File: config.mk
export PLATFORM = sky130hd
export DESIGN_NAME = axi_lite_reg_slave
export DESIGN_NICKNAME = d
export VERILOG_FILES = /design/src/rtl/axi_lite_reg_slave.sv
export SDC_FILE = /design/constraint.sdc
export NUM_CORES = 1
export LEC_CHECK = 0
export BUFFER_PORTS_ARGS = -buffer_cell sky130_fd_sc_hd__buf_4
export CAP_MARGIN = 20
export CORE_MARGIN = 5
export CORE_UTILIZATION = 46
export CTS_CLUSTER_SIZE = 40
export DETAILED_ROUTE_END_ITERATION = 8
export GPL_TIMING_DRIVEN = 1
export PLACE_DENSITY_LB_ADDON = 0.2
export SLEW_MARGIN = 20
export SYNTH_ARGS = -nofsm -noshare
export SYNTH_HDL_FRONTEND = slang
export SYNTH_SLANG_ARGS = --single-unit
File: constraint.sdc
create_clock -name clk_i -period 2.36 [get_ports clk_i]
set_clock_uncertainty 0.1 [all_clocks]
set_input_delay 0.236 -clock clk_i [delete_from_list [all_inputs] [get_ports clk_i]]
set_output_delay 0.236 -clock clk_i [all_outputs]
set_load 0.02 [all_outputs]
File: src/rtl/axi_lite_reg_slave.sv
// -----------------------------------------------------------------------------
// axi_lite_reg_slave
//
// AXI-Lite slave register bank. Write address and write data are captured
// independently (either order or same cycle) and committed with byte strobes
// into a small word-addressed register file. Reads return registered data. The
// top word (index NUM_REGS-1) is a read-only status word supplied by local
// logic. Every output is driven straight from a flop.
//
// Optional feature macro: AXIL_REG_SLVERR_EN
//   defined   : writes to the status word and any access with addr[1:0] != 0
//               answer SLVERR; misaligned writes are dropped, misaligned
//               reads return zero.
//   undefined : all responses OKAY, status writes silently dropped,
//               addr[1:0] ignored.
//
// Ports
//   clk_i        clock, rising edge
//   rstn_i       synchronous active-low reset
//   axil_aw*     write address channel (awprot ignored)
//   axil_w*      write data channel
//   axil_b*      write response channel
//   axil_ar*     read address channel (arprot ignored)
//   axil_r*      read data channel
//   status_i     value returned for register NUM_REGS-1
//   regs_o       writable registers, reg k at [k*DATA_WIDTH +: DATA_WIDTH]
//   wr_pulse_o   one-cycle pulse per writable register on commit
// -----------------------------------------------------------------------------
module axi_lite_reg_slave #(
   parameter int unsigned ADDR_WIDTH = 4,
   parameter int unsigned DATA_WIDTH = 32,
   parameter int unsigned STRB_WIDTH = DATA_WIDTH / 8,
   parameter logic [DATA_WIDTH-1:0] RESET_VAL = '0,
   localparam int unsigned NUM_REGS = 2 ** (ADDR_WIDTH - 2)
) (
   input  logic                                 clk_i,
   input  logic                                 rstn_i,
   input  logic [ADDR_WIDTH-1:0]                axil_awaddr,
   input  logic [2:0]                           axil_awprot,
   input  logic                                 axil_awvalid,
   output logic                                 axil_awready,
   input  logic [DATA_WIDTH-1:0]                axil_wdata,
   input  logic [STRB_WIDTH-1:0]                axil_wstrb,
   input  logic                                 axil_wvalid,
   output logic                                 axil_wready,
   output logic [1:0]                           axil_bresp,
   output logic                                 axil_bvalid,
   input  logic                                 axil_bready,
   input  logic [ADDR_WIDTH-1:0]                axil_araddr,
   input  logic [2:0]                           axil_arprot,
   input  logic                                 axil_arvalid,
   output logic                                 axil_arready,
   output logic [DATA_WIDTH-1:0]                axil_rdata,
   output logic [1:0]                           axil_rresp,
   output logic                                 axil_rvalid,
   input  logic                                 axil_rready,
   input  logic [DATA_WIDTH-1:0]                status_i,
   output logic [(NUM_REGS-1)*DATA_WIDTH-1:0]   regs_o,
   output logic [NUM_REGS-2:0]                  wr_pulse_o
);

   localparam int unsigned IDX_W = ADDR_WIDTH - 2;
   localparam logic [IDX_W-1:0] TOP_IDX = IDX_W'(NUM_REGS - 1);
   localparam logic [1:0] RESP_OKAY   = 2'b00;
   localparam logic [1:0] RESP_SLVERR = 2'b10;

   // State
   logic [DATA_WIDTH-1:0] regs_q [NUM_REGS-1];
   logic                  aw_held_q, w_held_q;
   logic [IDX_W-1:0]      aw_idx_q;
   logic [DATA_WIDTH-1:0] w_data_q;
   logic [STRB_WIDTH-1:0] w_strb_q;
   logic                  awready_q, wready_q, arready_q;
   logic                  bvalid_q, rvalid_q;
   logic [1:0]            bresp_q, rresp_q;
   logic [DATA_WIDTH-1:0] rdata_q;
   logic [NUM_REGS-2:0]   wr_pulse_q;
`ifdef AXIL_REG_SLVERR_EN
   logic                  aw_mis_q;
`endif

   // Next-state decode
   logic                  aw_hs, w_hs, b_hs, ar_hs, r_hs, commit;
   logic                  aw_held_n, w_held_n, bvalid_n, rvalid_n;
   logic                  wr_err, wr_drop, rd_err;
   logic [DATA_WIDTH-1:0] rd_data;

   // NOTE: every signal written here gets a default first, so no path through
   // the block leaves it unassigned and no latch is inferred.
   always_comb begin
      aw_hs     = axil_awvalid && awready_q;
      w_hs      = axil_wvalid  && wready_q;
      b_hs      = bvalid_q     && axil_bready;
      ar_hs     = axil_arvalid && arready_q;
      r_hs      = rvalid_q     && axil_rready;
      // Held flags stay up until the B handshake, so !bvalid_q keeps the
      // commit to a single cycle.
      commit    = aw_held_q && w_held_q && !bvalid_q;
      aw_held_n = aw_hs || (aw_held_q && !b_hs);
      w_held_n  = w_hs  || (w_held_q  && !b_hs);
      bvalid_n  = commit || (bvalid_q && !b_hs);
      rvalid_n  = ar_hs  || (rvalid_q && !r_hs);

      wr_err  = 1'b0;
      wr_drop = (aw_idx_q == TOP_IDX);
      rd_err  = 1'b0;
      rd_data = status_i;
      for (int k = 0; k < NUM_REGS - 1; k++) begin
         if (axil_araddr[ADDR_WIDTH-1:2] == IDX_W'(k)) rd_data = regs_q[k];
      end
`ifdef AXIL_REG_SLVERR_EN
      wr_err  = (aw_idx_q == TOP_IDX) || aw_mis_q;
      wr_drop = wr_err;
      if (axil_araddr[1:0] != 2'b00) begin
         rd_err  = 1'b1;
         rd_data = '0;
      end
`endif
   end

   // NOTE: sequential state uses non-blocking assignments only, so every flop
   // samples pre-edge values regardless of statement order.
   always_ff @(posedge clk_i) begin
      if (!rstn_i) begin
         // NOTE: the register file is a handful of flops visible on regs_o, so
         // it is reset like control state rather than left as uninitialised RAM.
         for (int k = 0; k < NUM_REGS - 1; k++) regs_q[k] <= RESET_VAL;
         aw_held_q  <= 1'b0;
         w_held_q   <= 1'b0;
         aw_idx_q   <= '0;
         w_data_q   <= '0;
         w_strb_q   <= '0;
         awready_q  <= 1'b0;
         wready_q   <= 1'b0;
         arready_q  <= 1'b0;
         bvalid_q   <= 1'b0;
         rvalid_q   <= 1'b0;
         bresp_q    <= RESP_OKAY;
         rresp_q    <= RESP_OKAY;
         rdata_q    <= '0;
         wr_pulse_q <= '0;
`ifdef AXIL_REG_SLVERR_EN
         aw_mis_q   <= 1'b0;
`endif
      end else begin
         wr_pulse_q <= '0;
         aw_held_q  <= aw_held_n;
         w_held_q   <= w_held_n;
         bvalid_q   <= bvalid_n;
         rvalid_q   <= rvalid_n;
         // Readies are registered copies of next-cycle availability.
         awready_q  <= !aw_held_n && !bvalid_n;
         wready_q   <= !w_held_n  && !bvalid_n;
         arready_q  <= !rvalid_n;

         if (aw_hs) begin
            aw_idx_q <= axil_awaddr[ADDR_WIDTH-1:2];
`ifdef AXIL_REG_SLVERR_EN
            aw_mis_q <= (axil_awaddr[1:0] != 2'b00);
`endif
         end
         if (w_hs) begin
            w_data_q <= axil_wdata;
            w_strb_q <= axil_wstrb;
         end

         if (commit) begin
            bresp_q <= wr_err ? RESP_SLVERR : RESP_OKAY;
            for (int k = 0; k < NUM_REGS - 1; k++) begin
               if (!wr_drop && aw_idx_q == IDX_W'(k)) begin
                  wr_pulse_q[k] <= 1'b1;
                  for (int b = 0; b < STRB_WIDTH; b++) begin
                     if (w_strb_q[b]) regs_q[k][b*8 +: 8] <= w_data_q[b*8 +: 8];
                  end
               end
            end
         end

         if (ar_hs) begin
            rdata_q <= rd_data;
            rresp_q <= rd_err ? RESP_SLVERR : RESP_OKAY;
         end
      end
   end

   // Outputs
   assign axil_awready = awready_q;
   assign axil_wready  = wready_q;
   assign axil_arready = arready_q;
   assign axil_bvalid  = bvalid_q;
   assign axil_bresp   = bresp_q;
   assign axil_rvalid  = rvalid_q;
   assign axil_rresp   = rresp_q;
   assign axil_rdata   = rdata_q;
   assign wr_pulse_o   = wr_pulse_q;

   for (genvar g = 0; g < NUM_REGS - 1; g++) begin : g_regs_o
      assign regs_o[g*DATA_WIDTH +: DATA_WIDTH] = regs_q[g];
   end

   // Protection bits are ignored; the byte offset is only decoded when the
   // SLVERR feature is built in.
   logic unused_bits;
   assign unused_bits = ^{axil_awprot, axil_arprot, axil_awaddr[1:0], axil_araddr[1:0]};

endmodule
---- After elaboration in Yosys (flattened, before gate mapping) ----
Memories as Yosys holds them, arrays and structs flattened.
Index checks and enable logic that the tools add are counted.
word-level totals
  bits of input ports ..................... 89
  output and inout bits ................... 140
  memory bits (writable) .................. 96
  flip-flop bits (word level) ............. 80
  memories ................................ 1
  logic and storage cells ................. 132
operators by class
  bitwise logic cells ..................... 12
  equality and inequality tests ........... 5
  mux-type cells .......................... 71
  reductions and logical operators ........ 31
memories
  name    depth  bits a word  read ports  clocked after Yosys merged registers in  wr ports  RTL line  source
  regs_q  3      32           3           0                                        3         68        logic [DATA_WIDTH-1:0] regs_q [NUM_REGS-1];
operators by type and width
  operator                                             count
  2-to-1 mux 32 bit                                    3
  2-to-1 mux 8 bit                                     12
  2-to-1 mux 1 bit                                     56
  logical AND 1 bit                                    16
  bitwise OR 1 bit                                     12
  zero test 1 bit                                      8
  equality test 2 bit, second input constant           3
  equality test 2 x 1 -> 1 bit, second input constant  2
  zero test 2 bit                                      2
  logical OR 1 bit                                     4
  AND reduction 2 bit                                  1

---- Depth between registers and ports, before layout ----
Gate-level depths: netlist of run 1.
  word-level depth ........................ 8
  mapped depth ............................ 5
  depth with buffers taken out ............ 3

---- Least setup slack after synthesis of run 1 ----
OpenSTA, ideal clock, no wires.
  kind .................................... flip-flop to flip-flop
  start point ............................. reg bvalid_q (netlist: axil_bvalid)
  end point ............................... mem regs_q[1][10] (enable)
  setup time .............................. 0.384 ns
  data required time ...................... 1.876 ns
  arrival ................................. 1.809 ns
  path slack .............................. 0.067 ns
  cell stages (with the launch flop) ...... 5
  cell sequence ........................... dfxtp_1 > nand4b_4 > buf_6 > or3b_4 > o21ai_0
RTL lines
  what                    RTL line  source
  start, declared         74        logic bvalid_q, rvalid_q;
  start signal, assigned  149       bvalid_q <= bvalid_n;
  end, declared           68

==> metrics.cfg, run 1 <==
[logic_synthesis]
ys_seq_area_frac=0.635
netlist_instances=572
syn_area_per_cell_um2=12.4
postSynth.asyncResetShare=0
synth-simple-area-share=0.124
post_synth_num_cell_types=32
ys_ff_latch=176
synthAdderAreaFrac=0
synthesis.area_um2=7060
yosysWarnings=0
synth_ff_type=edfxtp_1
synth_compound_area_frac=0.118
synth_mux_area_frac=0.0907
synth_top_family_by_area=simple AND/OR/NAND/NOR gates
synth_edf_count=96
synth_xor_area_frac=0

[floorplan]
dieWidth_um=134
fp.coreArea_um2=15100
die_h_um=134
initial_utilization=0.466
io_pins=229
rows=45
die_area_um2=17900

[detailed_routing]
vias=5355
drtIter0Drc=275
drt_first_pass_iters=4
vias_per_cell=5.21
ant_nets=0
wirelength_um=19000
remaining_drc_errors=0
wl_per_cell_um=18.5

[clock_network]
cts_tree=built
insertion_delay_ns=0.42
cts.sinks=176
numCtsBuffers=17
clkTransAtPathRegs_ns=0.07
cts_root_buf=clkbuf_16
clockBufferDepth=2
cts_resized=0
cts_setup_buffers=0
htree_num_levels=4

[final_layout]
drive_above_1_share=0.328
final_common_cell=buf_4
stdcell_count=1027
final_nets=915
antenna_cells=0
syn_to_final_growth_pct=39.8
layout_common_cells=buf_4, edfxtp_1, nand2_1, dfxtp_1, mux2i_1

[setup_path]
crit_required_ns=2.39
path_depth=4
crit_type=reg -> reg
reg2reg_slack_ns=0.38
worstSetupStartpointType=flop
max_stage_delay_ns=0.49
critical_path_buf_inv_count=1
critPathSlowestCell=or3b_4
crit_family=simple AND/OR/NAND/NOR gates
r2r-start=axil_bvalid
r2r_end=regs_q[1][6]
path_max_fanout=11
ff2ff_path_depth=4
startpoint=axil_bvalid
end_kind=flop
path_cells=nand4b_4, or3b_4, o21ai_0, buf_4
worst_ep_arrival_time_ns=2.01
endpoint=regs_q[1][6]

[timing]
rsz0062_at_grt=false
finalSetupTns_ns=0
fmax_mhz=505
setup_viol=0
tightest_slew_ns=0.682
slew-limit-headroom=0.545
finalMaxSlewViolations=0
hold_violations=0
period_share=0.839
period_minus_slack_ns=1.98
whs_ns=0.0126

[global_routing]
grt_first_pass_wirelength_um=29000
grt_overflow_total=0
grt_max_degree=65
antenna_found_initial=0
track_usage=0.209
grt_pass1_vias=5280

[placed_design]
gp_congestion=0.848
port-buffer-count=214
numPlacedInstances=958
post-dp-hpwl_um=13900

[power_and_ir_drop]
powerDensity_nw_per_um2=712
p_leak_nw=4.47
vdd_drop_max_mv=0.546

[hold_path]
hold_path_depth=3
hold_class=in -> reg

[outcome]
status=finished clean

[run]
drv_cap=0

[cell families (layout without fill, tap and decap cells)]
kind of cell,after synthesis,after routing
other cells,1,4
buf+inv,44,308
compound gates,116,116
simple gates,171,171
flops,176,176
mux,64,64
[sequential cells by signal (all words and copies together), names as in the netlist]
name / flops
regs_q: 96
axil_rdata: 32
w_data_q: 32
w_strb_q: 4
wr_pulse_o: 3
aw_idx_q: 2
aw_held_q: 1
axil_arready: 1
axil_awready: 1
axil_bvalid: 1
axil_rvalid: 1
axil_wready: 1
w_held_q: 1
[layer usage]
metal	share of wire	up-vias	track usage
met5	0	-	0
met4	0.016	0	0.0686
met3	0.073	21	0.0510
met2	0.48	209	0.346
met1	0.43	2583	0.271
li1	-	2542	-
[area by class of cell]
cell class	count	area (um^2)
clock inverter	11	95.1
tap	188	235
fill	1168	5270
clock buffer	21	526
inverter	5	18.8
sequential	176	4480
timing repair buffer	271	2140
multi-input combinational	355	2380
[metrics by stage]
step            util  setup WS [ns]  instance area, um^2  total power (W)
6_report       0.652          0.379                 9880          0.00703
5_1_grt        0.652          0.276                 9880          0.00726
4_1_cts        0.652          0.369                 9880          0.00707
3_5_place_dp   0.587          0.335                 8890          0.00420
3_3_place_gp   0.587          0.430                 8890          0.00418
2_1_floorplan      -         0.0667                 7080          0.00384
[where the power goes]
group / switching [W] / total (W) / internal, W
clock: 0.00115 / 0.00285 / 0.00170
sequential: 0.000100 / 0.00345 / 0.00335
combinational: 0.000379 / 0.000732 / 0.000353
total: 0.00163 / 0.00703 / 0.00540
[worst min path at each step]
stage / start / endpoint / slack [ns]
global route: axil_wdata[0] / w_data_q[0] / 0.02
CTS: axil_arvalid / axil_rvalid / 0.0007
detailed placement: axil_rdata[22] / axil_rdata[22] / 0.34
floorplan: axil_wdata[0] / w_data_q[0] / 0.28
global placement: axil_rdata[24] / axil_rdata[24] / 0.33
finish: axil_wdata[8] / w_data_q[8] / 0.01
[Yosys cell counts (2+ instances only)]
library cell	n	area (um^2)
buf_2	11	55.1
dfxtp_1	80	1600
a21o_1	31	233
edfxtp_1	96	2880
nand2b_1	5	31.3
o22ai_1	31	194
and2_1	59	369
nor3b_1	2	15.0
nand3_1	2	10.0
a21boi_0	41	308
nor3_2	3	30.0
inv_1	5	18.8
buf_6	4	45.0
nand2_1	89	334
buf_4	4	30.0
nor3_1	2	10.0
o21ai_0	8	40.0
clkbuf_1	20	75.1
mux2i_1	64	641
nor2b_1	3	18.8
[what timing repair did]
action,in CTS,in global routing
hold buffers,37,0
endpoints found under the hold margin,36,0
setup endpoints to repair,0,0
[tightest hold or removal path: stages]
cell      delay (ns)
buf_4           0.11
nand2_1         0.05
a21boi_0        0.08
(Power assumes the default switching activity.)
==> run 2, diff against run 1 <==
--- a/config.mk
+++ b/config.mk
@@ -5,10 +5,11 @@
 export SDC_FILE = /design/constraint.sdc
 export NUM_CORES = 1
 export LEC_CHECK = 0
+export ABC_AREA = 1
 export BUFFER_PORTS_ARGS = -buffer_cell sky130_fd_sc_hd__buf_4
 export CAP_MARGIN = 20
 export CORE_MARGIN = 5
-export CORE_UTILIZATION = 46
+export CORE_UTILIZATION = 50
 export CTS_CLUSTER_SIZE = 40
 export DETAILED_ROUTE_END_ITERATION = 8
 export GPL_TIMING_DRIVEN = 1
==> constraint.sdc (replaced) <==
create_clock -name clk_i -period 1.9 [get_ports clk_i]
set_clock_uncertainty 0.1 [all_clocks]
set_input_delay 0.19 -clock clk_i [delete_from_list [all_inputs] [get_ports clk_i]]
set_output_delay 0.19 -clock clk_i [all_outputs]
set_load 0.02 [all_outputs]
==> run 2 against run 1 <==
Net effect:
- synthesized cell count is 40% higher
- die area is 5.4% lower
- critical path depth is 5 higher
- clock power is 28% higher
- first-iteration DRC count is 72% higher
- register-to-register slack worse by 0.24 ns
- flip-flop and latch count stayed put
- critical endpoint is now regs_q[0][16]
- largest power group unchanged
==> metrics.cfg, run 2 <==
[floorplan]
die_h_um=130  ; -2.8%
initial_utilization=0.503  ; +0.0365
io_pins=229  ; unchanged
rows=44  ; -2.2%
dieWidth_um=130  ; -2.8%
die_area_um2=17000  ; -5.4%
fp.coreArea_um2=14400  ; -5.1%

[logic_synthesis]
postSynth.asyncResetShare=0  ; unchanged
synth_edf_count=96  ; unchanged
yosysWarnings=0  ; unchanged
synth_top_cell_area_share=0.399  ; -0.00918
synth_top_cell_by_area=edfxtp_1
synth.most_common_cell=nand2_1
syn_area_per_cell_um2=9.01  ; -27%
synth_area_leaders=edfxtp_1, dfxtp_1, o21ai_0
post_synth_num_cell_types=19  ; -41%
netlist_instances=802  ; +40%
synth_ff_type=edfxtp_1
synth_common_cells=nand2_1, o21ai_0, inv_1
ys_seq_area_frac=0.620  ; -0.0143
ys_ff_latch=176  ; unchanged
synthesis.area_um2=7230  ; +2.3%

[final_layout]
largest_register_ffs=96  ; unchanged
drive_above_1_share=0.282  ; -0.0456
antenna_cells=0  ; unchanged
layout_common_cells=buf_4, nand2_1, o21ai_0, edfxtp_1, inv_1
stdcell_count=1247  ; +21%
top_register=regs_q
syn_to_final_growth_pct=40.3
final_common_cell=buf_4
final_nets=1139  ; +24%
final_util=0.706  ; +0.0534

[setup_path]
endpoint=regs_q[0][16]
reg2reg_slack_ns=0.14  ; -0.24 ns
worstSetupStartpointType=flop
worst_ep_arrival_time_ns=1.79  ; -0.22 ns
end_kind=flop
crit_required_ns=1.93  ; -0.46 ns
crit_type=reg -> reg
startpoint=w_held_q
r2r_end=regs_q[0][16]
r2r-start=w_held_q
ff2ff_path_depth=9  ; +5
path_max_fanout=5  ; -6

[timing]
rsz0062_at_grt=false
whs_ns=0.0263  ; +0.0137 ns
period_minus_slack_ns=1.76  ; -0.218 ns
finalMaxSlewViolations=0  ; unchanged
period_share=0.928  ; +0.0885
layout_setup_ws_ns=0.137  ; -0.242 ns
hold_violations=0  ; unchanged
setup_viol=0  ; unchanged
fmax_mhz=567  ; +12%
finalSetupTns_ns=0  ; unchanged
tightest_slew_ns=0.618  ; -0.0641 ns
slew-limit-headroom=0.588  ; +0.0427

[placed_design]
port-buffer-count=214  ; unchanged
post-dp-hpwl_um=14000  ; +0.75%
gp_congestion=0.889  ; +4.7%
place_ws_ns=0.108  ; -0.228 ns
numPlacedInstances=1179  ; +23%

[detailed_routing]
vias=6361  ; +19%
ant_nets=0  ; unchanged
vias_per_cell=5.10  ; -2.2%
remaining_drc_errors=0  ; unchanged
wirelength_um=20300  ; +7.2%
drt_first_pass_iters=5  ; +1
wl_per_cell_um=16.3  ; -12%
drtIter0Drc=474  ; +72%

[global_routing]
grt_max_degree=66  ; +1.5%
grt_overflow_total=0  ; unchanged
antenna_found_initial=0  ; unchanged
track_usage=0.237  ; +0.0283
grt_first_pass_wirelength_um=30800  ; +6.1%
grt_pass1_vias=6008  ; +14%

[clock_network]
clkTransAtPathRegs_ns=0.06  ; about the same
clockBufferDepth=2  ; unchanged
cts_setup_buffers=0  ; unchanged
numCtsBuffers=17  ; unchanged
cts_tree=built
htree_num_levels=4  ; unchanged
cts.sinks=176  ; unchanged
insertion_delay_ns=0.41  ; about the same
cts_root_buf=clkbuf_16

[power_and_ir_drop]
powerDensity_nw_per_um2=897  ; +26%
p_leak_nw=4.65  ; +4.0%
vdd_drop_max_mv=0.587  ; +7.5%

[run]
drv_cap=0  ; unchanged

[outcome]
status=finished clean

[hold_path]
hold_class=in -> reg

## run 2: cell count changes after synthesis, moves of 32 or more
cell	previous run	this run
a31oi_1	0	32
mux2i_1	64	0
and2_1	59	0
nor2_1	1	91
a21boi_0	41	0
nand2_1	89	130
inv_1	5	98
nand3_1	2	66
o21ai_0	8	107
## run 2: repair_timing
action	CTS	global route
endpoints found under the setup margin	0	80
hold buffers	36	0
resized for setup	0	6
endpoints found under the hold margin	36	0
## run 2: critical path, stage by stage (launching register included)
cell and delay, ns:
dfxtp_1 0.33, nand2_1 0.09, inv_2 0.08, nand2_2 0.09
nor3_4 0.28, nand2_2 0.09, nand3_2 0.10, nand2_1 0.05
nand2_1 0.09, buf_4 0.17
## run 2: how the worst min path moves through the flow
stage | startpoint | end | slack, ns | depth (start not counted)
floorplan | rstn_i | axil_rvalid | 0.24 | 2
global placement | axil_wdata[6] | w_data_q[6] | 0.34 | 3
detailed placement | axil_wdata[1] | w_data_q[1] | 0.35 | 3
CTS | axil_rready | axil_rvalid | 0.003 | 4
global route | axil_awvalid | aw_idx_q[1] | 0.03 | 3
finish | axil_rready | axil_rvalid | 0.03 | 4
## run 2: report_power, final
part           internal [W]  switching [W]  total (W)
clock               0.00222        0.00142    0.00364
sequential          0.00420       0.000115    0.00432
combinational      0.000483       0.000656    0.00114
total               0.00691        0.00219    0.00910
## run 2: cell families (layout without fill, tap and decap cells)
family | count (synthesis) | count (layout) | synth area share
compound gates | 172 | 172 | 0.125
flops | 176 | 176 | 0.620
buf+inv | 162 | 420 | 0.0881
other cells | 1 | 4 | 0.000519
simple gates | 291 | 291 | 0.166
## run 2: cell type report
type                    count  area [um^2]
flip-flops and latches    176         4490
fillers                  1106         4230
repair buffers            279         2250
multi-input cells         467         2130
clock buffers              21          480
inverters                 109          409
well taps                 184          230
clock inverters            11          151
## run 2: stage by stage
stage / power, W / area (um^2)
final: 0.00910 / 10100
after global routing: 0.00942 / 10100
after floorplan: 0.00494 / 7240
after detailed placement: 0.00547 / 9140
after CTS: 0.00914 / 10100
after global placement: 0.00545 / 9140
## run 2: per-layer routing
layer / up-vias / track usage / part of all wire
li1: 3143 / - / -
met3: 38 / 0.0503 / 0.085
met5: - / 0 / 0
met1: 2929 / 0.310 / 0.41
met4: 0 / 0.0966 / 0.027
met2: 251 / 0.387 / 0.48
